--- src/rtl/led_frame_receiver.sv ---
// led_frame_receiver
//
// Receives a serial stream of BCD digit nibbles, most significant digit
// first, and converts each complete frame into both a packed BCD word and
// its binary value. A low strobe on cclr_neg (re)synchronises the receiver.
// After the strobe is released, one settle cycle is skipped. The following
// NUM_DIGITS samples form a frame. Further frames follow back to back until
// the next strobe.
//
// Ports
//   clk_out      sampling clock, all state changes on its rising edge
//   rst          synchronous active-high reset
//   cclr_neg     active-low frame clear / resync strobe
//   num[3:0]     serial digit nibble
//   value[31:0]  binary value of the last good frame
//   bcd[31:0]    packed BCD of the last good frame (bcd[31:28] = first digit)
//   frame_valid  one-cycle pulse when value/bcd update
//   bcd_err      one-cycle pulse when a frame is rejected (digit > 9)
//   synced       high while receiving (state RECV)
//
// NUM_DIGITS is fixed at 8 in this release. The 32-bit outputs and the
// 3-bit position counter assume that value.

module led_frame_receiver #(
  parameter int NUM_DIGITS = 8
) (
  input  logic        clk_out,
  input  logic        rst,
  input  logic        cclr_neg,
  input  logic [3:0]  num,
  output logic [31:0] value,
  output logic [31:0] bcd,
  output logic        frame_valid,
  output logic        bcd_err,
  output logic        synced
);

  typedef enum logic [1:0] {
    UNSYNC = 2'd0,
    SKIP   = 2'd1,
    RECV   = 2'd2
  } state_t;

  localparam logic [2:0] LAST_POS = 3'(NUM_DIGITS - 1);

  state_t      state;
  logic [2:0]  pos;
  logic [31:0] acc;
  logic [31:0] shift_reg;
  logic        err_flag;

  logic [31:0] acc_next;
  logic [31:0] shift_next;
  logic        digit_bad;

  // acc*10 + num built from shifts and adds. The largest legal frame,
  // 99,999,999, fits in 32 bits, so no overflow handling is needed.
  always_comb begin
    acc_next   = (acc << 3) + (acc << 1) + {28'd0, num};
    shift_next = {shift_reg[27:0], num};
    digit_bad  = (num > 4'd9);
  end

  always_ff @(posedge clk_out) begin
    // The two status pulses default low, so each lasts exactly one cycle.
    frame_valid <= 1'b0;
    bcd_err     <= 1'b0;

    if (rst) begin
      state     <= UNSYNC;
      pos       <= 3'd0;
      acc       <= 32'd0;
      shift_reg <= 32'd0;
      err_flag  <= 1'b0;
      value     <= 32'd0;
      bcd       <= 32'd0;
      synced    <= 1'b0;
    end else begin
      case (state)
        UNSYNC: begin
          if (!cclr_neg) begin
            state <= SKIP;
          end
        end

        SKIP: begin
          pos       <= 3'd0;
          acc       <= 32'd0;
          shift_reg <= 32'd0;
          err_flag  <= 1'b0;
          // The first sample after the strobe is the transmitter's
          // settle cycle, so num is not captured on this edge.
          if (cclr_neg) begin
            state  <= RECV;
            synced <= 1'b1;
          end
        end

        RECV: begin
          if (!cclr_neg) begin
            // A resync mid-frame drops the partial frame without any pulse.
            state     <= SKIP;
            synced    <= 1'b0;
            pos       <= 3'd0;
            acc       <= 32'd0;
            shift_reg <= 32'd0;
            err_flag  <= 1'b0;
          end else if (pos == LAST_POS) begin
            // The last digit is checked here as well as the sticky flag,
            // because the flag would only see this digit one edge too late.
            if (!err_flag && !digit_bad) begin
              value       <= acc_next;
              bcd         <= shift_next;
              frame_valid <= 1'b1;
            end else begin
              bcd_err <= 1'b1;
            end
            pos       <= 3'd0;
            acc       <= 32'd0;
            shift_reg <= 32'd0;
            err_flag  <= 1'b0;
          end else begin
            pos       <= pos + 3'd1;
            acc       <= acc_next;
            shift_reg <= shift_next;
            err_flag  <= err_flag | digit_bad;
          end
        end

        default: begin
          state  <= UNSYNC;
          synced <= 1'b0;
        end
      endcase
    end
  end

endmodule

--- config.mk ---
export PLATFORM = sky130hd
export DESIGN_NAME = led_frame_receiver
export DESIGN_NICKNAME = d
export VERILOG_FILES = /design/src/rtl/led_frame_receiver.sv
export SDC_FILE = /design/constraint.sdc
export NUM_CORES = 1
export LEC_CHECK = 0
export BUFFER_PORTS_ARGS = -buffer_cell sky130_fd_sc_hd__buf_4
export CORE_ASPECT_RATIO = 0.6
export CORE_MARGIN = 2
export CORE_UTILIZATION = 41
export CTS_CLUSTER_DIAMETER = 30
export DETAILED_ROUTE_END_ITERATION = 10
export REMOVE_ABC_BUFFERS = 1
export SYNTH_ARGS = -nofsm -noshare
export SYNTH_HDL_FRONTEND = slang
export SYNTH_SLANG_ARGS = --single-unit
--- constraint.sdc ---
create_clock -name clk_out -period 2.8 [get_ports clk_out]
set_input_delay 0.14 -clock clk_out [delete_from_list [all_inputs] [get_ports clk_out]]
set_output_delay 0.14 -clock clk_out [all_outputs]
set_load 0.02 [all_outputs]
# After elaboration in Yosys (flattened, before gate mapping)
# Cells that the tools add are included.
word_totals:
  regBits: 132
  out_inout_bits: 67
  word_cells: 55
classes:
  magnitude_cmp: 1
  n_bitwise: 5
  n_reduce_logical: 10
  muxes: 20
  n_eq_ne: 6
  add_sub_neg: 3
op_table:
  columns: ["operator", "n"]
  rows:
  - ["31-bit two-way mux", 2]
  - ["31-bit one-hot mux with 2 select lines", 1]
  - ["28-bit two-way mux", 2]
  - ["28-bit one-hot mux with 2 select lines", 1]
  - ["32-bit adder", 1]
  - ["32-bit by 4-bit adder with 32-bit output", 1]
  - ["1-bit two-way mux", 6]
  - ["3-bit two-way mux", 2]
  - ["2-bit inequality test, second input constant", 3]
  - ["3-bit one-hot mux with 2 select lines", 1]
  - ["4-bit > comparator, second input constant", 1]
  - ["2-bit two-way mux", 2]
  - ["1-bit inverter", 4]
  - ["2-bit one-hot mux with 2 select lines", 1]
  - ["4-bit AND reduction", 1]
  - ["4-bit OR reduction", 1]
  - ["3-bit by 1-bit adder with 3-bit output, second input constant", 1]
  - ["3-bit == test, second input constant", 1]
  - ["1-bit one-hot mux with 3 select lines", 1]
  - ["3-bit AND reduction", 1]
  - ["2-bit by 1-bit == test with 1-bit output, second input constant", 1]
  - ["2-bit == test, second input constant", 1]
  - ["1-bit zero test", 2]
  - ["2-bit zero test", 1]
  - ["6 further kinds", 6]

# Logic depth before layout (Yosys ltp)
depth:
  word_depth: 5
  mapped_depth: 11
  depth_no_buf: 11

# Worst setup path before layout
# OpenSTA, ideal clock, no wires.
synth_path:
  path_kind: "flip-flop to flip-flop"
  startpoint: "register acc[0]"
  endpoint: "register acc[29]"
  required_time_ps: 2683
  setup_ps: 117
  n_path_buf: 0
  stages_incl_launch_ff: 12
  path_slack_ps: 24
  t_arrival_ps: 2659
  cell_sequence: "dfxtp_1 -> inv_1 -> fa_1 -> inv_1 -> ha_1 -> a211o_1 -> a211o_1 -> nor3b_1 -> or2_1 -> a31o_2 -> mux2i_1 -> nand2_1"
synth_between:
  elab_chain_len: 5
synth_lines:
  columns: ["item", "line_no", "text"]
  rows:
  - ["start: declaration", "48", "logic [31:0] acc;"]
  - ["start signal: assignment", "124", "acc <= acc_next;"]
  - ["32-bit adder", "59", "acc_next = (acc << 3) + (acc << 1) + {28'd0, num};"]
  - ["32-bit by 4-bit adder with 32-bit output", "59", null]
  - ["31-bit two-way mux", "108", "end else if (pos == LAST_POS) begin"]
  - ["31-bit two-way mux", "100", "if (!cclr_neg) begin"]
  - ["31-bit one-hot mux with 2 select lines", "79", "case (state)"]
# No other way between the ends.
# A chain may end at the register's enable or synchronous reset.

# Final worst setup path
layout_path:
  startpoint: "register acc[2]"
  endpoint: "register acc[29]"
# The elaborated chain is that of the path after synthesis.

==> results.json <==
{
  "path_delay_family": "compound AO/OA/AOI/OAI gates",
  "setup_viol": 1,
  "outcome": "finished, violations left",
  "start_kind": "register",
  "use_met2_pct": 26.6,
  "final_max_slew_viol_count": 0,
  "vias_per_cell": 5.43,
  "worstHoldPathType": "in -> reg",
  "crit_path_top_delay_cell": "fa_1",
  "grt_setup_unrepaired": "true",
  "grt.total_usage_pct": 20.9,
  "syn-mean-instance-area_sq_um": 8.33,
  "synth_cells": 806,
  "max_cap_viol_count": 0,
  "slowest_delay_ns": 0.54,
  "worst_clock_skew_ns": 0.00947,
  "place_ws_ns": -0.0761,
  "largest_reg_flops": 32,
  "worst-endpoint-arrival_ns": 3.15,
  "crit_required_ns": 3.11,
  "grt_pass1_wl_mm": 28.4,
  "grt_max_degree": 70,
  "cts.sinks": 130,
  "syn_area_sq_um": 6710,
  "most-common-layout-cells": "nand2_1 (132), dfxtp_1 (128), buf_4 (103)",
  "clock_path_buffers": 2,
  "fin_crit_sh_pct": 101,
  "start_util_pct": 41.6,
  "critPathKind": "reg -> reg",
  "grtUsageMet1_pct": 33.9,
  "syn2layout_area_growth_pct": 24.0,
  "hold_ws_ns": 0.0166,
  "nFillCells": 1556,
  "p_leak_uw": 0.00357,
  "die_y_microns": 103,
  "clkPwrFrac_pct": 53.6,
  "synth_area_leaders": "dfxtp_1 (39%), ha_1 (12%), nand2_1 (7.5%), a21oi_1 (6.6%), a22oi_1 (4.6%)",
  "crit_path_end_kind": "register",
  "ys_seq_area_share_pct": 38.8,
  "dieArea_sq_um": 17400,
  "clkTransAtPathRegs_ns": 0.06,
  "cts-root-buf": "clkbuf_16",
  "netSwitchingFraction_pct": 24.1,
  "gp_congestion": 0.900,
  "synth_enable_flop_cells": 0,
  "dpl_cell_area_sq_um": 7550,
  "violations": "negative setup slack",
  "cts_tree": "yes",
  "fin_util_pct": 51.6,
  "fin_crit_ns": 2.84,
  "fmax_ghz": 0.352,
  "die-width_microns": 169,
  "relSlewSlack_pct": 52.4,
  "power_frac_seq_pct": 43.3,
  "synth.largest_area_cell": "dfxtp_1",
  "first_pass_iters": 6,
  "antenna_found_initial": 0,
  "num_vias": 5999,
  "setup_tns_ns": -0.0388,
  "hpwlAfterDp_mm": 12.5,
  "remaining_drc_errors": 0,
  "synth_seq_cells": 130,
  "yosysWarnings": 0,
  "numCtsBuffers": 17,
  "path_buf_inv": 2,
  "reg.largest.list": "value: 32 flops, acc: 31 flops, bcd: 31 flops",
  "grt_pass1_vias": 5222,
  "antennaDiodeCount": 0,
  "netlist.area_leader.share_pct": 38.8,
  "post_drt_wl_per_cell_microns": 16.4,
  "fp.coreArea_sq_um": 16100,
  "routed_wl_mm": 18.1,
  "io_pins": 74,
  "htree_levels": 4,
  "overflow": 0,
  "path_max_fanout": 3,
  "vdd_drop_max_uv": 282,
  "insertion_delay_ns": 0.42,
  "power_density_nw_per_um2": 514,
  "portBuffers": 73,
  "synth_ff_type": "dfxtp_1",
  "top_usage_layer": "met1",
  "postSynth.asyncResetShare_pct": 0,
  "drive_above_1_share_pct": 19.6,
  "fin_ws_ns": -0.0388,
  "grtUsageMet3_pct": 4.49,
  "stdcell_area_sq_um": 8320,
  "antenna_left": 0,
  "path_cells": "inv_2 -> fa_1 -> inv_2 -> ha_4 -> a211o_1 -> a211o_1 -> nor3b_4 -> or2_4 -> a31o_4 -> mux2i_1 -> nand2_1",
  "ys_types": 64,
  "p_int_uw": 3250,
  "hold_violations": 0,
  "top_register": "value",
  "worst_pin_slew_ns": 0.714,
  "drt_iter0_drc": 438,
  "p_switching_uw": 1030,
  "comb_power_share_pct": 3.1,
  "mostFrequentLayoutCell": "nand2_1",
  "rows": 36,
  "nNetsFinal": 955
}
cells in the mapped netlist (2+ instances only):
master / instances
nor4_1: 3
nor3b_1: 2
a21boi_0: 3
nor3_1: 14
a31oi_1: 5
a211oi_1: 4
or3_1: 4
clkbuf_1: 29
a22oi_1: 41
xor2_1: 12
a211o_1: 3
or4_1: 3
a21o_1: 11
fa_1: 2
a41oi_1: 2
a32oi_1: 2
ha_1: 63
a32o_1: 2
nand2_1: 135
inv_1: 16
and3_1: 3
a21oi_1: 89
nand4_1: 11
o21a_1: 8
o211ai_1: 5
o21ai_0: 26
nand3_1: 15
o21bai_1: 2
nand3b_1: 3
dfxtp_1: 130
nor2b_1: 4
nand2b_1: 4
and2_1: 3
nor2_1: 78
a22o_1: 10
o31ai_1: 3
buf_2: 8
or4_4: 2
xnor2_1: 10
mux2i_1: 4
buf_1: 8
a211oi_2: 2
routing by layer:
| metal | part of all wire [%] | vias to the layer above |
|---|---|---|
| li1 | - | 3033 |
| met1 | 55 | 2804 |
| met2 | 37 | 149 |
| met3 | 6.5 | 13 |
| met4 | 0.84 | 0 |
| met5 | 0 | - |
metrics by stage:
stage | instances | total power [uW]
after floorplan | 759 | 1950
after global placement | 1068 | 2020
after detailed placement | 1068 | 2030
after CTS | 1104 | 4330
after global routing | 1105 | 4430
final | 1105 | 4280
worst paths after layout:
| check | slack, ns | startpoint | cells after the start | to |
|---|---|---|---|---|
| worst max-delay path | -0.04 | acc[2]$_SDFFE_PP0P_ | 11 | acc[29]$_SDFFE_PP0P_ |
| worst min-delay path | 0.02 | num[2] | 3 | bcd[2]$_SDFFE_PP0P_ |
| worst max register to register | -0.04 | acc[2]$_SDFFE_PP0P_ | 11 | acc[29]$_SDFFE_PP0P_ |
| worst min register to register | 0.45 | value[15]$_SDFFE_PP0P_ | 2 | value[15]$_SDFFE_PP0P_ |
tightest hold or removal path: stages:
cell,delay [ns]
buf_4,0.14
nand2_1,0.06
a21oi_1,0.05
power by group through the flow:
stage	Sequential, uW	Combinational, uW	Clock, uW
3_5_place_dp	1900	129	0
3_3_place_gp	1900	129	0
5_1_grt	1850	146	2430
6_report	1850	134	2290
4_1_cts	1850	134	2340
2_1_floorplan	1900	54.2	0
cell families (layout without fill, tap and decap cells):
kind of cell,after synthesis,after routing,share of synthesized area [%]
xor gates and xnor gates,22,22,2.87
buffers and inverters,64,154,3.80
and+or+nand+nor,290,290,19.0
muxes,4,4,0.596
DFF,130,130,38.8
adders and majority gates,65,65,12.3
AOI/OAI and AO/OA,231,231,22.6
repair_timing:
item | in CTS | in global routing
pin swaps | 7 | 9
hold endpoints to repair | 4 | 0
gates resized for setup | 11 | 20
setup endpoints to repair | 26 | 34
gates cloned | 0 | 0
hold buffers | 2 | 0
setup buffers | 2 | 1
cell type report:
cell class,instances,area (sq um),share of cell area (%)
inverter,17,63.8,0.767
timing repair buffer,105,793,9.53
clock inverter,14,168,2.01
tap,209,262,3.14
multi-input combinational,612,3990,48.0
clock buffer,18,439,5.28
sequential,130,2610,31.3
No activity file was read; power rests on OpenSTA's default activity.
